[src/rtl/pipeline_ctrl_sequencer.sv]
// pipeline_ctrl_sequencer
//   Control sequencer for the single-thread 5-stage core. Decodes the 6-bit
//   opcode at register fetch into a 20-bit control word and delays each
//   stage's fields through per-stage shift registers. It also owns the stage
//   freeze lines: staggered enable/disable ramps, bubble insertion on
//   read-after-write stalls and squashing of younger work on a taken branch.
//
// Ports
//   clock, reset            core clock; synchronous active-high reset
//   enable_in               run (1) / drain to frozen (0)
//   opcode_valid_in         opcode_in carries a new instruction
//   opcode_in[5:0]          instruction opcode
//   branch_taken_in         one-cycle pulse from the branch unit
//   raw_hazard_in           level from the hazard detector
//   ID fields               read_data_1/2, engage_reg, write_reg_mux,
//                           sign_extend_mux, alu_op[ALUOP_W-1:0]
//   EX fields               bu_op[2:0], alu_mux_1/2, alu_ignore_overflow
//   MEM fields              mem_read, mem_write
//   WB fields               write_back_mux, write_special_reg, write_back
//   stage_freeze_out[4:0]   IF,ID,EX,MEM,WB (bit 0 = IF); 1 = frozen
//   freeze_pc_out           holds the PC
//   illegal_opcode_out      one-cycle pulse on an undefined opcode
module pipeline_ctrl_sequencer #(
  parameter int EX_DELAY     = 1,
  parameter int MEM_DELAY    = 2,
  parameter int WB_DELAY     = 3,
  parameter int FLUSH_CYCLES = 2,
  parameter int ALUOP_W      = 4
) (
  input  logic               clock,
  input  logic               reset,
  input  logic               enable_in,
  input  logic               opcode_valid_in,
  input  logic [5:0]         opcode_in,
  input  logic               branch_taken_in,
  input  logic               raw_hazard_in,
  output logic               read_data_1_out,
  output logic               read_data_2_out,
  output logic               engage_reg_out,
  output logic               write_reg_mux_out,
  output logic               sign_extend_mux_out,
  output logic [ALUOP_W-1:0] alu_op_out,
  output logic [2:0]         bu_op_out,
  output logic               alu_mux_1_out,
  output logic               alu_mux_2_out,
  output logic               alu_ignore_overflow_out,
  output logic               mem_read_out,
  output logic               mem_write_out,
  output logic               write_back_mux_out,
  output logic               write_special_reg_out,
  output logic               write_back_out,
  output logic [4:0]         stage_freeze_out,
  output logic               freeze_pc_out,
  output logic               illegal_opcode_out
);

  localparam int MEM_D = MEM_DELAY - EX_DELAY;
  localparam int WB_D  = WB_DELAY - MEM_DELAY;
  localparam logic [2:0] FLUSH_LAST = 3'(FLUSH_CYCLES);

  localparam logic [4:0] FRZ_ALL   = 5'b11111;
  localparam logic [4:0] FRZ_FRONT = 5'b00011;

  typedef enum logic [2:0] {
    ST_OFF,
    ST_RAMP_UP,
    ST_RUN,
    ST_STALL,
    ST_FLUSH,
    ST_RAMP_DOWN
  } state_t;

  state_t      state;
  logic [2:0]  step;
  logic [2:0]  flush_cnt;

  logic [19:0] id_q;
  logic [10:0] ex_pipe  [EX_DELAY];
  logic [4:0]  mem_pipe [MEM_D];
  logic [2:0]  wb_pipe  [WB_D];

  logic        active;
  logic        branch_now;
  logic        stall_now;
  logic        sample;
  logic        squash;
  logic        dec_illegal;
  logic [19:0] dec_word;

  // Returns {illegal, control_word}.
  function automatic logic [20:0] decode(input logic [5:0] op);
    logic [20:0] r;
    r = '0;
    if (op[5:4] == 2'b01 && op[3:0] != 4'd0) begin
      r[19:0] = {5'b10101, op[3:0], 11'h0C6};
    end else begin
      case (op)
        6'b000000: r[19:0] = 20'hA88D2;
        6'b000001: r[19:0] = 20'h888C8;
        6'b000010: r[19:0] = 20'h10944;
        6'b000011: r[19:0] = 20'h58904;
        6'b000100: r[19:0] = 20'hD8C44;
        6'b000101: r[19:0] = 20'hD8D44;
        6'b000110: r[19:0] = 20'hD8E44;
        6'b000111: r[19:0] = 20'hD8F44;
        6'b001000: r[19:0] = 20'hF8084;
        6'b001001: r[19:0] = 20'hF8087;
        6'b010000: r[19:0] = 20'hF8086;
        6'b110000: r[19:0] = 20'hF80A6;
        default:   r[20]   = 1'b1;
      endcase
    end
    return r;
  endfunction

  // Freeze pattern after n ramp-up steps: IF+ID first, then EX, MEM, WB.
  function automatic logic [4:0] ramp_up_freeze(input logic [2:0] n);
    logic [4:0] f;
    case (n)
      3'd1:    f = 5'b11100;
      3'd2:    f = 5'b11000;
      3'd3:    f = 5'b10000;
      default: f = 5'b00000;
    endcase
    return f;
  endfunction

  // Stall and branch act on the edge that samples them, so the instruction
  // already in ID is held (or squashed) immediately rather than one cycle late.
  always_comb begin
    active     = (state == ST_RUN) || (state == ST_STALL);
    branch_now = active && enable_in && branch_taken_in;
    stall_now  = active && enable_in && !branch_taken_in && raw_hazard_in;
    sample     = opcode_valid_in && ((state == ST_RUN) || (state == ST_FLUSH));
    squash     = (state == ST_FLUSH) || branch_now;
    {dec_illegal, dec_word} = decode(opcode_in);
  end

  always_ff @(posedge clock) begin
    if (reset) begin
      state            <= ST_OFF;
      step             <= '0;
      flush_cnt        <= '0;
      stage_freeze_out <= FRZ_ALL;
      freeze_pc_out    <= 1'b1;
    end else begin
      case (state)
        ST_OFF: begin
          if (enable_in) begin
            state            <= ST_RAMP_UP;
            step             <= 3'd1;
            stage_freeze_out <= ramp_up_freeze(3'd1);
            freeze_pc_out    <= 1'b0;
          end
        end
        ST_RAMP_UP: begin
          if (step == 3'd4) begin
            state <= ST_RUN;
            step  <= '0;
          end else begin
            step             <= step + 3'd1;
            stage_freeze_out <= ramp_up_freeze(step + 3'd1);
          end
        end
        ST_RUN, ST_STALL, ST_FLUSH: begin
          if (!enable_in) begin
            state            <= ST_RAMP_DOWN;
            step             <= 3'd1;
            stage_freeze_out <= ~ramp_up_freeze(3'd1);
            freeze_pc_out    <= 1'b1;
          end else if (branch_now) begin
            state            <= ST_FLUSH;
            flush_cnt        <= 3'd1;
            stage_freeze_out <= '0;
            freeze_pc_out    <= 1'b0;
          end else if (state == ST_FLUSH) begin
            if (flush_cnt == FLUSH_LAST) state <= ST_RUN;
            else flush_cnt <= flush_cnt + 3'd1;
            stage_freeze_out <= '0;
            freeze_pc_out    <= 1'b0;
          end else if (raw_hazard_in) begin
            state            <= ST_STALL;
            stage_freeze_out <= FRZ_FRONT;
            freeze_pc_out    <= 1'b1;
          end else begin
            state            <= ST_RUN;
            stage_freeze_out <= '0;
            freeze_pc_out    <= 1'b0;
          end
        end
        ST_RAMP_DOWN: begin
          if (step == 3'd4) begin
            state <= ST_OFF;
            step  <= '0;
          end else begin
            step             <= step + 3'd1;
            stage_freeze_out <= ~ramp_up_freeze(step + 3'd1);
          end
        end
        default: begin
          state            <= ST_OFF;
          stage_freeze_out <= FRZ_ALL;
          freeze_pc_out    <= 1'b1;
        end
      endcase
    end
  end

  // Control-word datapath: the ID register and the EX/MEM/WB delay pipes.
  // The pipes shift every cycle; only the ID register is ever held.
  always_ff @(posedge clock) begin
    if (reset) begin
      id_q               <= '0;
      illegal_opcode_out <= 1'b0;
      for (int unsigned i = 0; i < EX_DELAY; i++) ex_pipe[i]  <= '0;
      for (int unsigned i = 0; i < MEM_D; i++)    mem_pipe[i] <= '0;
      for (int unsigned i = 0; i < WB_D; i++)     wb_pipe[i]  <= '0;
    end else begin
      illegal_opcode_out <= sample && !squash && !stall_now && dec_illegal;

      if (stall_now) begin
        ex_pipe[0] <= '0;
        for (int unsigned i = 1; i < EX_DELAY; i++) ex_pipe[i] <= ex_pipe[i-1];
      end else begin
        id_q <= (sample && !squash) ? dec_word : '0;
        if (branch_now) begin
          for (int unsigned i = 0; i < EX_DELAY; i++) ex_pipe[i] <= '0;
        end else begin
          ex_pipe[0] <= id_q[10:0];
          for (int unsigned i = 1; i < EX_DELAY; i++) ex_pipe[i] <= ex_pipe[i-1];
        end
      end

      mem_pipe[0] <= ex_pipe[EX_DELAY-1][4:0];
      for (int unsigned i = 1; i < MEM_D; i++) mem_pipe[i] <= mem_pipe[i-1];
      wb_pipe[0] <= mem_pipe[MEM_D-1][2:0];
      for (int unsigned i = 1; i < WB_D; i++) wb_pipe[i] <= wb_pipe[i-1];
    end
  end

  assign read_data_1_out         = id_q[19];
  assign read_data_2_out         = id_q[18];
  assign engage_reg_out          = id_q[17];
  assign write_reg_mux_out       = id_q[16];
  assign sign_extend_mux_out     = id_q[15];
  assign alu_op_out              = ALUOP_W'(id_q[14:11]);
  assign bu_op_out               = ex_pipe[EX_DELAY-1][10:8];
  assign alu_mux_1_out           = ex_pipe[EX_DELAY-1][7];
  assign alu_mux_2_out           = ex_pipe[EX_DELAY-1][6];
  assign alu_ignore_overflow_out = ex_pipe[EX_DELAY-1][5];
  assign mem_read_out            = mem_pipe[MEM_D-1][4];
  assign mem_write_out           = mem_pipe[MEM_D-1][3];
  assign write_back_mux_out      = wb_pipe[WB_D-1][2];
  assign write_special_reg_out   = wb_pipe[WB_D-1][1];
  assign write_back_out          = wb_pipe[WB_D-1][0];

endmodule

[config.mk]
export PLATFORM = sky130hd
export DESIGN_NAME = pipeline_ctrl_sequencer
export DESIGN_NICKNAME = d
export VERILOG_FILES = /design/src/rtl/pipeline_ctrl_sequencer.sv
export SDC_FILE = /design/constraint.sdc
export NUM_CORES = 1
export LEC_CHECK = 0
export CORE_MARGIN = 3
export CORE_UTILIZATION = 53
export DETAILED_ROUTE_END_ITERATION = 10
export GPL_ROUTABILITY_DRIVEN = 1
export MAX_ROUTING_LAYER = met4
export PLACE_DENSITY = 0.78
export SYNTH_ARGS = -nofsm -noshare
export SYNTH_HDL_FRONTEND = slang
export SYNTH_SLANG_ARGS = --single-unit
[constraint.sdc]
create_clock -name clock -period 2.5 [get_ports clock]
set_input_delay 0.5 -clock clock [delete_from_list [all_inputs] [get_ports clock]]
set_output_delay 0.5 -clock clock [all_outputs]
set_load 0.05 [all_outputs]
### Word level (Yosys, flattened, before mapping)

Memory sizes are Yosys's and may differ from the RTL's.
Index checks and enable logic that the tools add are counted.

| cells by class | value |
|---|---|
| multiplexer cells | 61 |
| equality and inequality tests | 30 |
| add/sub/neg operators | 2 |
| reduce and logical (&&, ||, !) cells | 33 |
| bitwise operators | 2 |

Operators by type and width:

| operator | count |
|---|---|
| $pmux 20 s12 | 1 |
| $mux 20 | 2 |
| $mux 3 | 13 |
| $mux 11 | 3 |
| $reduce_or 11->1 | 3 |
| $mux 5 | 6 |
| $mux 1 | 27 |
| $eq 6x3->1 const B | 4 |
| $pmux 5 s4 | 1 |
| $eq 3x2->1 const B | 5 |
| $pmux 5 s3 | 1 |
| $ne 2x2->1 const B | 7 |
| $eq 6x2->1 const B | 2 |
| $eq 6x4->1 const B | 2 |
| $pmux 3 s4 | 1 |
| $reduce_or 12->1 | 1 |
| $eq 3x3->1 const B | 3 |
| $logic_and 1x1->1 | 9 |
| $pmux 3 s3 | 1 |
| $mux 2 | 4 |
| $reduce_and 4->1 | 2 |
| $add 3x1->3 const B | 2 |
| $eq 3x1->1 const B | 2 |
| $eq 6x1->1 const B | 1 |
| other kinds (19) | 25 |

| storage, ports and cells | value |
|---|---|
| output and inout bits | 27 |
| memories | 3 |
| word-level logic and storage cells | 138 |
| register bits after elaboration | 36 |
| RAM bits | 19 |

Memories:

| memory | depth | bits a word | rd ports | clocked after Yosys merged registers in | write ports | RTL line | RTL |
|---|---|---|---|---|---|---|---|
| ex_pipe | 1 | 11 | 1 | 0 | 1 | 78 | `logic [10:0] ex_pipe [EX_DELAY];` |
| mem_pipe | 1 | 5 | 1 | 0 | 1 | 79 | `logic [4:0] mem_pipe [MEM_D];` |
| wb_pipe | 1 | 3 | 1 | 0 | 1 | 80 | `logic [2:0] wb_pipe [WB_D];` |

### Depth between registers and ports, before layout

Gate-level depths: netlist of run 1.

| depth | value |
|---|---|
| word-level depth | 12 |
| depth in mapped cells | 6 |
| depth with buffers taken out | 6 |

### Least setup slack after synthesis of run 1

OpenSTA, ideal clock, no wires.

| path | value |
|---|---|
| path kind | input to register |
| from | in branch_taken_in |
| to | mem ex_pipe[0][10] (data pin) |
| library setup time | 0.255 ns |
| required time | 2.245 ns |
| setup slack | 0.721 ns |
| stages | 5 |
| arrival | 1.525 ns |
| path through | nand2b_1 > nor3_2 > a211oi_1 > clkbuf_1 > and2_1 |

| between the ends | value |
|---|---|
| cells in the longest elaborated chain, start to end | 9 |
| elaborated cells between the ends (all ways) | 16 |

Ends and longest elaborated chain:

| what | RTL line | RTL |
|---|---|---|
| start, declared | 35 | `input logic branch_taken_in,` |
| $logic_not 1->1 | 133 | `stall_now = active && enable_in && !branch_taken_in && raw_hazard_in;` |
| $logic_and 1x1->1 (2 in a row) | 133 |  |
| $mux 1 | 221 | `if (stall_now) begin` |
| $mux 1 | 212 | `if (reset) begin` |
| $mux 1 (implied by the code) | 227 | `for (int unsigned i = 0; i < EX_DELAY; i++) ex_pipe[i] <= '0;` |
| $reduce_or 11->1 (no source line) | n/a |  |
| $mux 11 (no source line) | n/a |  |
| $mux 11 (no source line) (*) | n/a |  |
| end, declared | 78 |  |

Mark *: on every way between the ends. The rest lies on a longest branch, timed or not.

### Worst setup path after layout of run 1

| path | value |
|---|---|
| from | in enable_in |
| to | reg id_q[4] |

| between the ends | value |
|---|---|
| cells in the longest elaborated chain, start to end | 6 |
| elaborated cells between the ends (all ways) | 8 |

Ends and longest elaborated chain:

| what | RTL line | RTL |
|---|---|---|
| start, declared | 32 | `input logic enable_in,` |
| $logic_and 1x1->1 (*) | 132, 133 |  |
| $logic_and 1x1->1 | 132 | `branch_now = active && enable_in && branch_taken_in;` |
| $logic_or 1x1->1 | 135 | `squash = (state == ST_FLUSH) \|\| branch_now;` |
| $logic_not 1->1 | 225 | `id_q <= (sample && !squash) ? dec_word : '0;` |
| $logic_and 1x1->1 | 225 |  |
| $mux 20 | 225 |  |
| end signal, assigned | 225 |  |
| end, declared | 77 | `logic [19:0] id_q;` |

Marks and branches as above.
A chain may end at the register's enable or synchronous reset.

==> flow_metrics.py, run 1 <==
metrics = {
    "synth": {
        "ys_seq_elements": 54,
        "ys_types": 57,
        "syn-cell-area_mm2": 0.002639,
        "synth_ff_type": "dfxtp_1",
        "synth.yosys.seq_area_share": 0.4514,
        "synth_cells": 293,
        "synth_edf_count": 11,
        "async_flop_share": 0,
        "post_synth.cell_area_avg_um2": 9.006,
        "ys_warn_count": 0,
    },
    "layout": {
        "multi_input_area_mm2": 0.001294,
        "final_cell_mix": "dfxtp_1 (43), clkdlybuf4s50_1 (38), nor2_1 (23), nand2_1 (21), a21oi_1 (19)",
        "final_layout_size_suffix_gt1_frac": 0.08060,
        "final_common_cell": "dfxtp_1",
        "final_cells": 402,
        "synthToLayoutAreaGrowth_pct": 21.38,
        "fin_nets": 352,
        "ff_latch_area_mm2": 0.001191,
        "diodes": 0,
        "fillCellCount": 407,
    },
    "cts": {
        "cts_buffers": 5,
        "cts_hold_buf": 0,
        "cts_tree": "done",
        "cts_max_level": 2,
        "insertion_delay_ps": 310,
        "cts_setup_buffers": 0,
        "clk_pin_slew_worst_paths_ps": 90,
        "clockBufferDepth": 2,
        "cts-resized-gates": 0,
        "numClockSinks": 54,
        "root_buffer": "clkbuf_8",
    },
    "global_route": {
        "grt.met3_usage": 0.05083,
        "grt_pass1_wl_um": 9418,
        "use_met2": 0.2935,
        "grt_busiest_layer": "met2",
        "grt_max_degree": 20,
        "track_usage": 0.2066,
        "antenna_found_initial": 0,
        "grtUsageMet1": 0.2878,
        "gr-total-overflow": 0,
        "grt_pass1_vias": 1979,
    },
    "timing": {
        "clock-skew-final_ps": 13.60,
        "tns_ps": 0,
        "fmax_ghz": 0.4865,
        "min_period_ps": 2055,
        "fin_crit_sh": 0.8222,
        "maxSlewViolCount": 0,
        "tightest_slew_ps": 512.1,
        "hold_violations": 0,
        "setup_viol": 0,
        "rsz0062_at_grt": "no",
        "max_slew_margin": 0.6538,
    },
    "power_and_ir_drop": {
        "p_leak_nw": 1.182,
        "ir_worst_vdd_mv": 0.4269,
        "powerDensity_mw_per_mm2": 673.5,
    },
    "floorplan": {
        "core_area_mm2": 0.004755,
        "io_pins": 39,
        "num_rows": 25,
        "die_h_um": 76.56,
        "die_width_um": 76.56,
        "dieArea_mm2": 0.005861,
        "floorplan.initialDensity": 0.5550,
    },
    "worst_setup_path": {
        "crit_slowest_cell": "clkdlybuf4s50_1",
        "required_ps": 2750,
        "crit_buf_inv": 1,
        "cp-start-kind": "input pin",
        "cpPeakStageDelay_ps": 600,
        "critPathCaptureType": "register",
        "cp_max_fo": 13,
        "worstSetupPathType": "in2reg",
        "crit_arrival_ps": 2300,
        "cp_cell_sequence": "clkdlybuf4s50_1 -> nand2b_1 -> o2111ai_4 -> or4_1 -> a21oi_1",
        "path_delay_family": "simple AND/OR/NAND/NOR gates",
    },
    "outcome": {
        "status": "finished, final reports clean",
    },
    "min_path": {
        "min_path_type": "reg2reg",
    },
    "place": {
        "port_buffers": 38,
        "dpl.hpwl_um": 4078,
        "placed_cells": 394,
        "gp_congestion": 0.9205,
    },
    "detailed_routing": {
        "first_iter_violations": 123,
        "drc": 0,
        "vias": 2199,
        "wire_per_inst_um": 13.87,
        "postRouteAntennaNets": 0,
        "wl_um": 5577,
        "drt_pass1_iterations": 4,
        "vias_per_cell": 5.470,
    },
    "job": {
        "drv_cap": 0,
    },
}
worst paths after layout:
kind	end	cells after the start	start	slack (ps)
worst min register to register	wb_pipe[0][2]$_SDFF_PP0_	1	mem_pipe[0][2]$_SDFF_PP0_	450
worst max-delay path	id_q[4]$_SDFFE_PP0N_	5	enable_in	440
worst min-delay path	wb_pipe[0][2]$_SDFF_PP0_	1	mem_pipe[0][2]$_SDFF_PP0_	450
worst max register to register	id_q[4]$_SDFFE_PP0N_	4	state[1]$_SDFFE_PP0P_	580
report_power, final:
group	internal, W	switching, W	total (W)
registers	0.000944	0.0000618	0.00101
logic	0.000215	0.000360	0.000575
clock network	0.000299	0.000277	0.000576
synth_stat cells (2+ instances only):
cell type  number  share of area
a32o_1          2         0.0076
mux2i_1         3          0.011
and3_1          3         0.0071
nor2_1         23          0.033
o21ai_0        18          0.034
buf_1           2         0.0028
o31ai_1         2         0.0057
o22ai_1         3         0.0071
buf_4           9          0.026
nand3_1         5         0.0095
nand4_1         2         0.0047
a31oi_1         2         0.0047
a22oi_1         2         0.0057
a22o_1          4          0.013
nand3b_1        2         0.0057
or2_2           2         0.0047
a211oi_1        2         0.0057
o221ai_1        2         0.0066
clkbuf_1       12          0.017
nor2b_1        12          0.028
nand2b_1        6          0.014
edfxtp_1       11           0.13
o311ai_0        2         0.0066
ha_1            6          0.028
a21oi_1        19          0.036
or4_1           3         0.0085
buf_2           3         0.0057
o21a_1          4          0.011
nand2_1        21          0.030
a32oi_1         6          0.020
dfxtp_1        43           0.33
nor3_1          7          0.013
inv_1          11          0.016
and2_1         14          0.033
nor4_1          3         0.0071
worst register-to-register path: cells and delay by family, from the launching register on:
family | cells | cell delay [ps]
DFF | 1 | 610
and+or+nand+nor | 2 | 920
AOI/OAI and AO/OA | 2 | 340
per-stage QoR:
step	total power, W	hold WS, ps	utilization	instance area [um2]	worst slack (ps)
2_1_floorplan	0.001445	413.8	-	2676	720.8
3_3_place_gp	0.001592	419.3	0.6503	3092	229.2
3_5_place_dp	0.001595	429.1	0.6503	3092	164.5
4_1_cts	0.002166	452.3	0.6737	3203	453.9
5_1_grt	0.002274	461.0	0.6737	3203	318.3
6_report	0.002157	446.1	0.6737	3203	444.6
cell families (layout without fill, tap and decap cells):
kind of cell               count (synthesis)  in the layout  synth area share
and+or+nand+nor                          109            109            0.2191
AOI/OAI and AO/OA                         78             78            0.2048
DFF                                       54             54            0.4514
buffers and inverters                     39             71           0.07254
adders and majority gates                  6              6           0.02845
muxes                                      4              4           0.01565
xor gates and xnor gates                   2              2          0.006639
other                                      1             11          0.001421
metal layers:
layer	up-vias	share of wire
met5	-	0
met4	0	0.019
met3	10	0.054
met2	68	0.44
met1	1012	0.48
li1	1109	-
layout make-up:
type / instances / share of cell area
Timing Repair Buffer: 51 / 0.1492
Clock buffer: 5 / 0.02148
Multi-Input combinational cell: 210 / 0.4039
Clock inverter: 3 / 0.01328
Tap cell: 67 / 0.02617
Inverter: 12 / 0.01406
Sequential cell: 54 / 0.3719
registers in the layout (all words and copies together) (netlist names):
register	flops
id_q	20
ex_pipe	11
mem_pipe	5
stage_freeze_out	4
flush_cnt	3
state	3
step	3
wb_pipe	3
freeze_pc_out	1
illegal_opcode_out	1
Power figures use the tool's default switching activity.
==> inputs of run 2 (changes only) <==
--- a/config.mk
+++ b/config.mk
@@ -6,11 +6,11 @@
 export NUM_CORES = 1
 export LEC_CHECK = 0
 export CORE_MARGIN = 3
-export CORE_UTILIZATION = 53
+export CORE_UTILIZATION = 49
 export DETAILED_ROUTE_END_ITERATION = 10
 export GPL_ROUTABILITY_DRIVEN = 1
 export MAX_ROUTING_LAYER = met4
-export PLACE_DENSITY = 0.78
+export PLACE_DENSITY = 0.76
 export SYNTH_ARGS = -nofsm -noshare
 export SYNTH_HDL_FRONTEND = slang
 export SYNTH_SLANG_ARGS = --single-unit
==> constraint.sdc (replaced) <==
create_clock -name clock -period 1.65 [get_ports clock]
set_input_delay 0.33 -clock clock [delete_from_list [all_inputs] [get_ports clock]]
set_output_delay 0.33 -clock clock [all_outputs]
set_load 0.05 [all_outputs]
==> flow_metrics.py, run 2 (synthesis results as in run 1) <==
metrics = {
    "worst_setup_path": {
        "cp_max_fo": 5,
        "crit_arrival_ps": 1880,
        "worstSetupPathType": "in2reg",
        "critPathCaptureType": "register",
        "required_ps": 1910,
        "cp-start-kind": "input pin",
    },
    "power_and_ir_drop": {
        "p_total_w": 0.003328,
        "internal_power_w": 0.002174,
        "swShare": 0.3468,
        "clkPwrFrac": 0.235,
        "p_comb_frac": 0.317,
        "power_frac_seq": 0.448,
        "p_sw_w": 0.001154,
        "ir_worst_vdd_mv": 0.5532,
        "p_leak_nw": 1.363,
        "powerDensity_mw_per_mm2": 984.1,
    },
    "layout": {
        "synthToLayoutAreaGrowth_pct": 28.16,
        "final_cell_mix": "buf_4 (68), dfxtp_1 (42), nor2_1 (23), nand2_1 (20), a21oi_1 (18)",
        "reg_top3": "id_q x20, ex_pipe x11, mem_pipe x5",
        "fin_nets": 380,
        "diodes": 0,
        "fin_util": 0.6538,
        "final_layout_size_suffix_gt1_frac": 0.2645,
        "largest_reg_flops": 20,
        "top_register": "id_q",
        "final_common_cell": "buf_4",
    },
    "cts": {
        "cts_setup_buffers": 0,
        "cts_tree": "done",
        "clk_pin_slew_worst_paths_ps": 100,
        "clockBufferDepth": 2,
        "cts_buffers": 5,
        "numClockSinks": 54,
        "cts_max_level": 2,
        "insertion_delay_ps": 320,
        "root_buffer": "clkbuf_8",
        "cts_hold_buf": 0,
        "cts-resized-gates": 2,
    },
    "timing": {
        "min_period_ps": 1620,
        "setup_slack_ps": 29.56,
        "rsz0062_at_grt": "yes",
        "maxSlewViolCount": 0,
        "fin_crit_sh": 0.9821,
        "tns_ps": 0,
        "fmax_ghz": 0.6171,
        "clock-skew-final_ps": 10.43,
        "hold_violations": 0,
        "setup_viol": 0,
    },
    "floorplan": {
        "dieArea_mm2": 0.006302,
        "core_area_mm2": 0.005172,
        "die_h_um": 79.39,
        "die_width_um": 79.39,
        "num_rows": 26,
        "floorplan.initialDensity": 0.5102,
        "io_pins": 39,
    },
    "detailed_routing": {
        "wire_per_inst_um": 13.37,
        "wl_um": 5790,
        "postRouteAntennaNets": 0,
        "drc": 0,
        "vias_per_cell": 5.342,
        "drt_pass1_iterations": 4,
        "vias": 2313,
        "first_iter_violations": 143,
    },
    "outcome": {
        "status": "finished, final reports clean",
    },
    "place": {
        "port_buffers": 38,
        "preCtsSetupSlack_ps": -379.0,
        "dpl.hpwl_um": 4428,
        "gp_congestion": 0.9052,
    },
    "min_path": {
        "min_path_type": "reg2reg",
    },
    "global_route": {
        "gr-total-overflow": 0,
        "grt_pass1_vias": 2162,
        "grt_pass1_wl_um": 9804,
        "antenna_found_initial": 0,
        "grt_max_degree": 20,
        "track_usage": 0.2057,
    },
    "job": {
        "drv_cap": 0,
    },
}
run 2: cell types whose count changed in the layout (fill, tap and decap cells not counted), sizes merged:
| cell | previous run | this run |
|---|---|---|
| bufinv | 1 | 0 |
| dlygate4sd2 | 0 | 1 |
| clkinv | 2 | 3 |
| clkdlybuf4s50 | 38 | 10 |
| buf | 13 | 68 |
run 2: layout make-up:
class | count | area, um2
fillers | 426 | 1790
multi-input cells | 210 | 1340
flip-flops and latches | 54 | 1192
repair buffers | 79 | 619.3
well taps | 70 | 87.58
clock buffers | 5 | 68.82
inverters | 12 | 45.04
clock inverters | 3 | 28.78
run 2: path summary, 6_finish.rpt:
check	start	to	slack [ps]	cells past startpoint
setup / recovery	opcode_valid_in	id_q[4]$_SDFFE_PP0N_	30	5
hold / removal	mem_pipe[0][1]$_SDFF_PP0_	wb_pipe[0][1]$_SDFF_PP0_	450	1
setup reg to reg	step[1]$_SDFFE_PP0P_	stage_freeze_out[3]$_SDFFE_PP1P_	90	6
hold reg to reg	mem_pipe[0][1]$_SDFF_PP0_	wb_pipe[0][1]$_SDFF_PP0_	450	1
run 2: critical path, cell delays in order:
cell and delay (ps):
clkdlybuf4s50_1 480, nor2b_2 200, o2111ai_4 180, or4_1 540, a21oi_1 150
run 2: layer usage:
layer | vias up | GRT usage | part of all wire
li1 | 1169 | - | -
met1 | 1076 | 0.2659 | 0.46
met2 | 60 | 0.3165 | 0.46
met3 | 8 | 0.04515 | 0.055
met4 | 0 | 0.07904 | 0.019
met5 | - | - | 0
run 2: through the flow:
step	cell area, um2	hold WS (ps)	cells
global placement	3238	419.9	425
detailed placement	3238	432.1	425
global route	3382	469.9	433
finish	3382	448.6	433
CTS	3337	454.5	433
floorplan	2676	413.8	303
run 2: power by group through the flow:
stage	combinational, W	sequential, W	clock (W)
after CTS	0.00102	0.00149	0.000806
after global placement	0.00101	0.00151	0
after detailed placement	0.00102	0.00152	0
after floorplan	0.000540	0.00165	0
after global routing	0.00115	0.00151	0.000865
final	0.00105	0.00149	0.000781
